<file path="src/rtl/uart_pkg.sv">
// Shared types and helpers for the UART receive (and future transmit) path.
package uart_pkg;

    typedef enum logic [2:0] {IDLE, START, DATA, PARITY, STOP, BREAK_WAIT} rx_state_e;

    localparam int MAX_DATA_BITS = 9;

    // Clocks per oversample tick, rounded to nearest.
    function automatic int baud_div(input int clk_freq, input int baud, input int oversample);
        int per_tick;
        per_tick = baud * oversample;
        return (clk_freq + per_tick / 2) / per_tick;
    endfunction

    function automatic logic parity_calc(input logic [MAX_DATA_BITS-1:0] data, input logic odd);
        return (^data) ^ odd;
    endfunction

endpackage

</file>
<file path="src/rtl/uart_baud_tick.sv">
// Oversample tick generator: one-cycle tick_o every Div clocks, phase reset by restart.
module uart_baud_tick #(
    parameter int Div = 78
) (
    input  logic clk_i,
    input  logic rst_i,
    input  logic restart,
    output logic tick_o
);
    localparam int CW = (Div > 1) ? $clog2(Div) : 1;

    logic [CW-1:0] cnt;

    always_ff @(posedge clk_i) begin
        if (rst_i || restart) begin
            cnt    <= '0;
            tick_o <= 1'b0;
        end else if (cnt == CW'(Div - 1)) begin
            cnt    <= '0;
            tick_o <= 1'b1;
        end else begin
            cnt    <= cnt + 1'b1;
            tick_o <= 1'b0;
        end
    end
endmodule

</file>
<file path="src/rtl/uart_rx_param.sv">
// Parametrised UART receiver with majority-vote sampling and a ready/valid holding register.
// Optional break detection (break_o, BREAK_WAIT) is enabled by defining UART_RX_BREAK_DETECT_EN.
module uart_rx_param import uart_pkg::*; #(
    parameter int ClockFrequency  = 12_000_000,
    parameter int DesiredBaudRate = 9_600,
    parameter int Oversample      = 16,
    parameter int DataBits        = 8,
    parameter int ParityEn        = 0,
    parameter int ParityOdd       = 0,
    parameter int StopBits        = 1
) (
    input  logic                clk_i,
    input  logic                rst_i,
    input  logic                rx_i,
    output logic [DataBits-1:0] data_o,
    output logic                valid_o,
    input  logic                ready_i,
    output logic                frame_err_o,
    output logic                parity_err_o,
    output logic                overrun_o
`ifdef UART_RX_BREAK_DETECT_EN
    ,
    output logic                break_o
`endif
);
    localparam int Div = baud_div(ClockFrequency, DesiredBaudRate, Oversample);
    localparam int SW  = $clog2(Oversample);
    localparam logic [SW-1:0] V0   = SW'(Oversample / 2 - 1);
    localparam logic [SW-1:0] V1   = SW'(Oversample / 2);
    localparam logic [SW-1:0] V2   = SW'(Oversample / 2 + 1);
    localparam logic [SW-1:0] LAST = SW'(Oversample - 1);

    rx_state_e           state;
    logic                rx_meta, rx_sync, rx_prev;
    logic                tick, vote, vote_now, bit_end;
    logic [SW-1:0]       scnt;
    logic                s0, s1;
    logic [3:0]          bcnt;
    logic [DataBits-1:0] shreg;
    logic                ferr, perr, done;
`ifdef UART_RX_BREAK_DETECT_EN
    logic                all_zero;
`endif

    uart_baud_tick #(.Div(Div)) u_tick (
        .clk_i  (clk_i),
        .rst_i  (rst_i),
        .restart(state == IDLE),
        .tick_o (tick)
    );

    assign vote     = (s0 & s1) | (s0 & rx_sync) | (s1 & rx_sync);
    assign vote_now = tick && (scnt == V2);
    assign bit_end  = tick && (scnt == LAST);

    always_ff @(posedge clk_i) begin
        if (rst_i) begin
            rx_meta      <= 1'b1;
            rx_sync      <= 1'b1;
            rx_prev      <= 1'b1;
            state        <= IDLE;
            scnt         <= '0;
            s0           <= 1'b0;
            s1           <= 1'b0;
            bcnt         <= '0;
            shreg        <= '0;
            ferr         <= 1'b0;
            perr         <= 1'b0;
            done         <= 1'b0;
            data_o       <= '0;
            valid_o      <= 1'b0;
            frame_err_o  <= 1'b0;
            parity_err_o <= 1'b0;
            overrun_o    <= 1'b0;
`ifdef UART_RX_BREAK_DETECT_EN
            break_o      <= 1'b0;
            all_zero     <= 1'b0;
`endif
        end else begin
            rx_meta   <= rx_i;
            rx_sync   <= rx_meta;
            rx_prev   <= rx_sync;
            done      <= 1'b0;
            overrun_o <= 1'b0;
`ifdef UART_RX_BREAK_DETECT_EN
            break_o   <= 1'b0;
`endif
            if (tick && scnt == V0) s0 <= rx_sync;
            if (tick && scnt == V1) s1 <= rx_sync;
            if (tick) scnt <= (scnt == LAST) ? '0 : scnt + 1'b1;

            case (state)
                // Only a falling edge starts a frame, so a line held low never retriggers.
                IDLE: begin
                    scnt <= '0;
                    if (rx_prev && !rx_sync) begin
                        state <= START;
                        ferr  <= 1'b0;
                        perr  <= 1'b0;
                        bcnt  <= '0;
`ifdef UART_RX_BREAK_DETECT_EN
                        all_zero <= 1'b1;
`endif
                    end
                end
                START: begin
                    if (vote_now && vote) state <= IDLE;
                    else if (bit_end)     state <= DATA;
                end
                DATA: begin
                    if (vote_now) shreg <= {vote, shreg[DataBits-1:1]};
                    if (bit_end) begin
                        if (bcnt == 4'(DataBits - 1)) begin
                            bcnt  <= '0;
                            state <= (ParityEn != 0) ? PARITY : STOP;
                        end else begin
                            bcnt <= bcnt + 1'b1;
                        end
                    end
                end
                PARITY: begin
                    if (vote_now && (vote != parity_calc(MAX_DATA_BITS'(shreg), ParityOdd != 0)))
                        perr <= 1'b1;
                    if (bit_end) state <= STOP;
                end
                // Leave at the last stop vote so a back-to-back start edge is not missed.
                STOP: begin
                    if (vote_now) begin
                        if (!vote) ferr <= 1'b1;
                        if (bcnt == 4'(StopBits - 1)) begin
`ifdef UART_RX_BREAK_DETECT_EN
                            if (all_zero && !vote) begin
                                state   <= BREAK_WAIT;
                                break_o <= 1'b1;
                            end else begin
                                state <= IDLE;
                                done  <= 1'b1;
                            end
`else
                            state <= IDLE;
                            done  <= 1'b1;
`endif
                        end
                    end else if (bit_end) begin
                        bcnt <= bcnt + 1'b1;
                    end
                end
                BREAK_WAIT: begin
                    if (rx_sync) state <= IDLE;
                end
                default: state <= IDLE;
            endcase

`ifdef UART_RX_BREAK_DETECT_EN
            if (vote_now && vote && (state == DATA || state == PARITY || state == STOP))
                all_zero <= 1'b0;
`endif

            if (done) begin
                if (!valid_o || ready_i) begin
                    data_o       <= shreg;
                    frame_err_o  <= ferr;
                    parity_err_o <= perr;
                    valid_o      <= 1'b1;
                end else begin
                    overrun_o <= 1'b1;
                end
            end else if (valid_o && ready_i) begin
                valid_o <= 1'b0;
            end
        end
    end
endmodule

</file>
<file path="config.mk">
export PLATFORM = sky130hd
export DESIGN_NAME = uart_rx_param
export DESIGN_NICKNAME = d
export VERILOG_FILES = /design/src/rtl/uart_pkg.sv /design/src/rtl/uart_baud_tick.sv /design/src/rtl/uart_rx_param.sv
export SDC_FILE = /design/constraint.sdc
export NUM_CORES = 1
export LEC_CHECK = 0
export BUFFER_PORTS_ARGS = -buffer_cell sky130_fd_sc_hd__buf_2
export CAP_MARGIN = 5
export CORE_MARGIN = 2
export CORE_UTILIZATION = 55
export CTS_BUF_LIST = sky130_fd_sc_hd__clkbuf_8
export CTS_CLUSTER_SIZE = 40
export DETAILED_ROUTE_END_ITERATION = 7
export GPL_TIMING_DRIVEN = 0
export PLACE_DENSITY = 0.78
export RECOVER_POWER = 100
export SYNTH_ARGS = -nofsm -noshare
export SYNTH_HDL_FRONTEND = slang
export SYNTH_SLANG_ARGS = --single-unit
</file>
<file path="constraint.sdc">
create_clock -name clk_i -period 3.7 [get_ports clk_i]
set_input_delay 0 -clock clk_i [delete_from_list [all_inputs] [get_ports clk_i]]
set_output_delay 0 -clock clk_i [all_outputs]
set_load 0.005 [all_outputs]
</file>
==> impl_metrics.ini <==
[power]
power.density_nw_per_um2 = 387.9
peakVddDrop_mv = 0.3127
leakagePower_uw = 0.0009360

[timing]
layout_worst_path_cycle_share = 0.5945
finalCriticalPeriod_ns = 2.200
fin_skew_ns = 0.003648
slew_violations = 0
achievable-frequency_mhz = 454.6
maxSlewHeadroom = 0.5133
timing_worst_slew_pin_value_ns = 0.7300
finalHoldViolations = 0
setup_viol = 0
rsz0062_at_grt = no
final.setup.tns_ns = 0

[floorplan]
die_w_um = 66.08
floorplan.initialDensity = 0.5746
die_height_um = 66.08
placement_rows = 22
floorplan.die_area_um2 = 4367
core_region_area_um2 = 3689
io_pins = 16

[synth]
area_of_the_mapped_netlist_um2 = 2120
synthArstFlopShare = 0
yosysWarningCount = 0
mappedNetlistNets = 240
most_area_hungry_cell_type_in_the_yosys_netlist = sky130_fd_sc_hd__dfxtp_1
synth_enable_flop_cells = 0
yosysMostFrequentCell = sky130_fd_sc_hd__dfxtp_1
synth.ff_latch_count = 47
synth_flop_cell = sky130_fd_sc_hd__dfxtp_1
synth.distinct_cells = 47
synth_top_area_cells = sky130_fd_sc_hd__dfxtp_1, sky130_fd_sc_hd__mux2i_1, sky130_fd_sc_hd__nor2_1
yosys-top-cells-count = sky130_fd_sc_hd__dfxtp_1, sky130_fd_sc_hd__nor2_1, sky130_fd_sc_hd__nand2_1, sky130_fd_sc_hd__a21oi_1, sky130_fd_sc_hd__mux2i_1
synth_top_area_frac = 0.4439
postSynthAreaPerCell_um2 = 9.256
seq_area_frac_synth = 0.4439
post_synth_inst_count = 229

[layout]
syn2layout_area_growth_pct = 12.04
drive_gt1_frac = 0.1098
diodes = 0
final_core_utilization = 0.6438
fill_cell_instance_count_of_the_final_layout = 336
area.sequential_um2 = 940.9
fin_nets = 265
multi_input_area_um2 = 1061

[global_route]
grt_util_all_layers = 0.1891
grt_antenna_before_repair = 0
globalRoute.totalOverflow = 0
grt_pass1_wl_um = 6265
first_global_vias = 1476
pin_count_of_the_biggest_net_entering_global_routing = 15

[cts]
cts_max_level = 2
clkLatencyLatePin_ns = 0.30
count_of_hold_buffers_inserted_by_post_cts_repair = 4
cts_setup_buffers = 0
cts.sinks = 47
cts_inserted_buffers = 5
tritoncts_clock_tree = yes
clock_tree.buffer_depth = 2
clkTransAtPathRegs_ns = 0.08
clock_tree.root_cell = sky130_fd_sc_hd__clkbuf_8
cts_repair_resize_count = 0

[outcome]
status = finished clean

[critical_path]
r2r.worst_path.cells = 6
worstPathArrival_ns = 2.44
crit_required_ns = 3.94
r2r_setup_slk_ns = 1.50
cp_max_fo = 6
critPathKind = flip-flop to flip-flop
cp-start-kind = flip-flop
endpoint_kind = flip-flop

[drt]
route.antenna.remaining_nets = 0
first_pass_iters = 4
maxUsedRoutingLayer = met4
routed-wl-met3_um = 171
routed_wire_length_per_instance_um = 12.10
wl_met2_um = 1676
drc = 0
detailroute.via_count = 1617
wl_met1_um = 1753
vias_per_cell = 5.337
drt_wl_total_um = 3666
drt_first_iter_violations = 92

[placed_design]
post-dp-hpwl_um = 2624
routabilityCongestion = 0.8361
port_buffers = 14

[job]
cap_violations = 0

[hold_path]
worst_hold_path_type = flip-flop to flip-flop
hold_depth = 1
[layout make-up]
class,count,share of cell area
Clock inverter,2,0.01475
Tap cell,48,0.02529
Inverter,8,0.01264
Multi-Input combinational cell,162,0.4468
Timing Repair Buffer,18,0.04373
Sequential cell,47,0.3962
Buffer,12,0.02582
Clock buffer,6,0.03477
[per-stage QoR]
step	hold WS (ns)	instance area, um^2	setup WS (ns)	power [uW]	std cells
after floorplan	0.07933	2120	1.814	546.1	229
after global placement	0.1830	2250	1.674	553.6	291
after detailed placement	0.1861	2250	1.654	554.2	291
after CTS	0.4145	2407	1.627	935.1	303
after global routing	0.4407	2375	1.380	953.7	303
final	0.4132	2375	1.500	921.1	303
[critical path, cell delays in order (launching register included)]
cell                      delay (ns)
sky130_fd_sc_hd__dfxtp_1        0.45
sky130_fd_sc_hd__ha_1           0.30
sky130_fd_sc_hd__and4_1         0.30
sky130_fd_sc_hd__a22oi_1        0.14
sky130_fd_sc_hd__or2_0          0.30
sky130_fd_sc_hd__or4_1          0.52
sky130_fd_sc_hd__a21oi_1        0.14
[routing by layer]
layer,global-route usage,vias to the layer above
li1,-,835
met1,0.2366,739
met2,0.3038,35
met3,0.05622,8
met4,0.07653,0
met5,0,-
[state kept, by name, indices dropped and copies added (netlist names)]
| name | count |
|---|---|
| done | 1 |
| bcnt | 4 |
| rx_prev | 1 |
| state | 3 |
| u_tick.tick_o | 1 |
| perr | 1 |
| s1 | 1 |
| rx_sync | 1 |
| overrun_o | 1 |
| data_o | 8 |
| parity_err_o | 1 |
| rx_meta | 1 |
| ferr | 1 |
| valid_o | 1 |
| s0 | 1 |
| u_tick.cnt | 7 |
| frame_err_o | 1 |
| scnt | 4 |
| shreg | 8 |
[power breakdown]
part           total, uW  leakage, uW  internal, uW  switching, uW
combinational       32.9     0.000496          13.1           19.8
sequential           510     0.000379           508           1.67
clock                379    0.0000612           218            160
[cells in the final DEF (no fill, tap or decap), drive strengths merged, types with 8 or more instances in the layout]
cell	count
dfxtp	47
nor2	29
nand2	20
a21oi	19
clkbuf	19
mux2i	13
buf	13
nand3	12
inv	8
xnor2	8
[final timing paths]
kind | start | end
worst max-delay path | scnt[0] | bcnt[3]
worst min-delay path | rx_meta | rx_sync
worst max register to register | scnt[0] | bcnt[3]
worst min register to register | rx_meta | rx_sync
[cell families after synthesis]
| logic type | share of synthesized area |
|---|---|
| and+or+nand+nor | 0.2196 |
| DFF | 0.4439 |
| AOI/OAI and AO/OA | 0.1045 |
| buffers and inverters | 0.04722 |
| xor gates and xnor gates | 0.07733 |
| muxes | 0.06139 |
| adders and majority gates | 0.04604 |
Note: power is estimated with default switching activity, not from simulation.
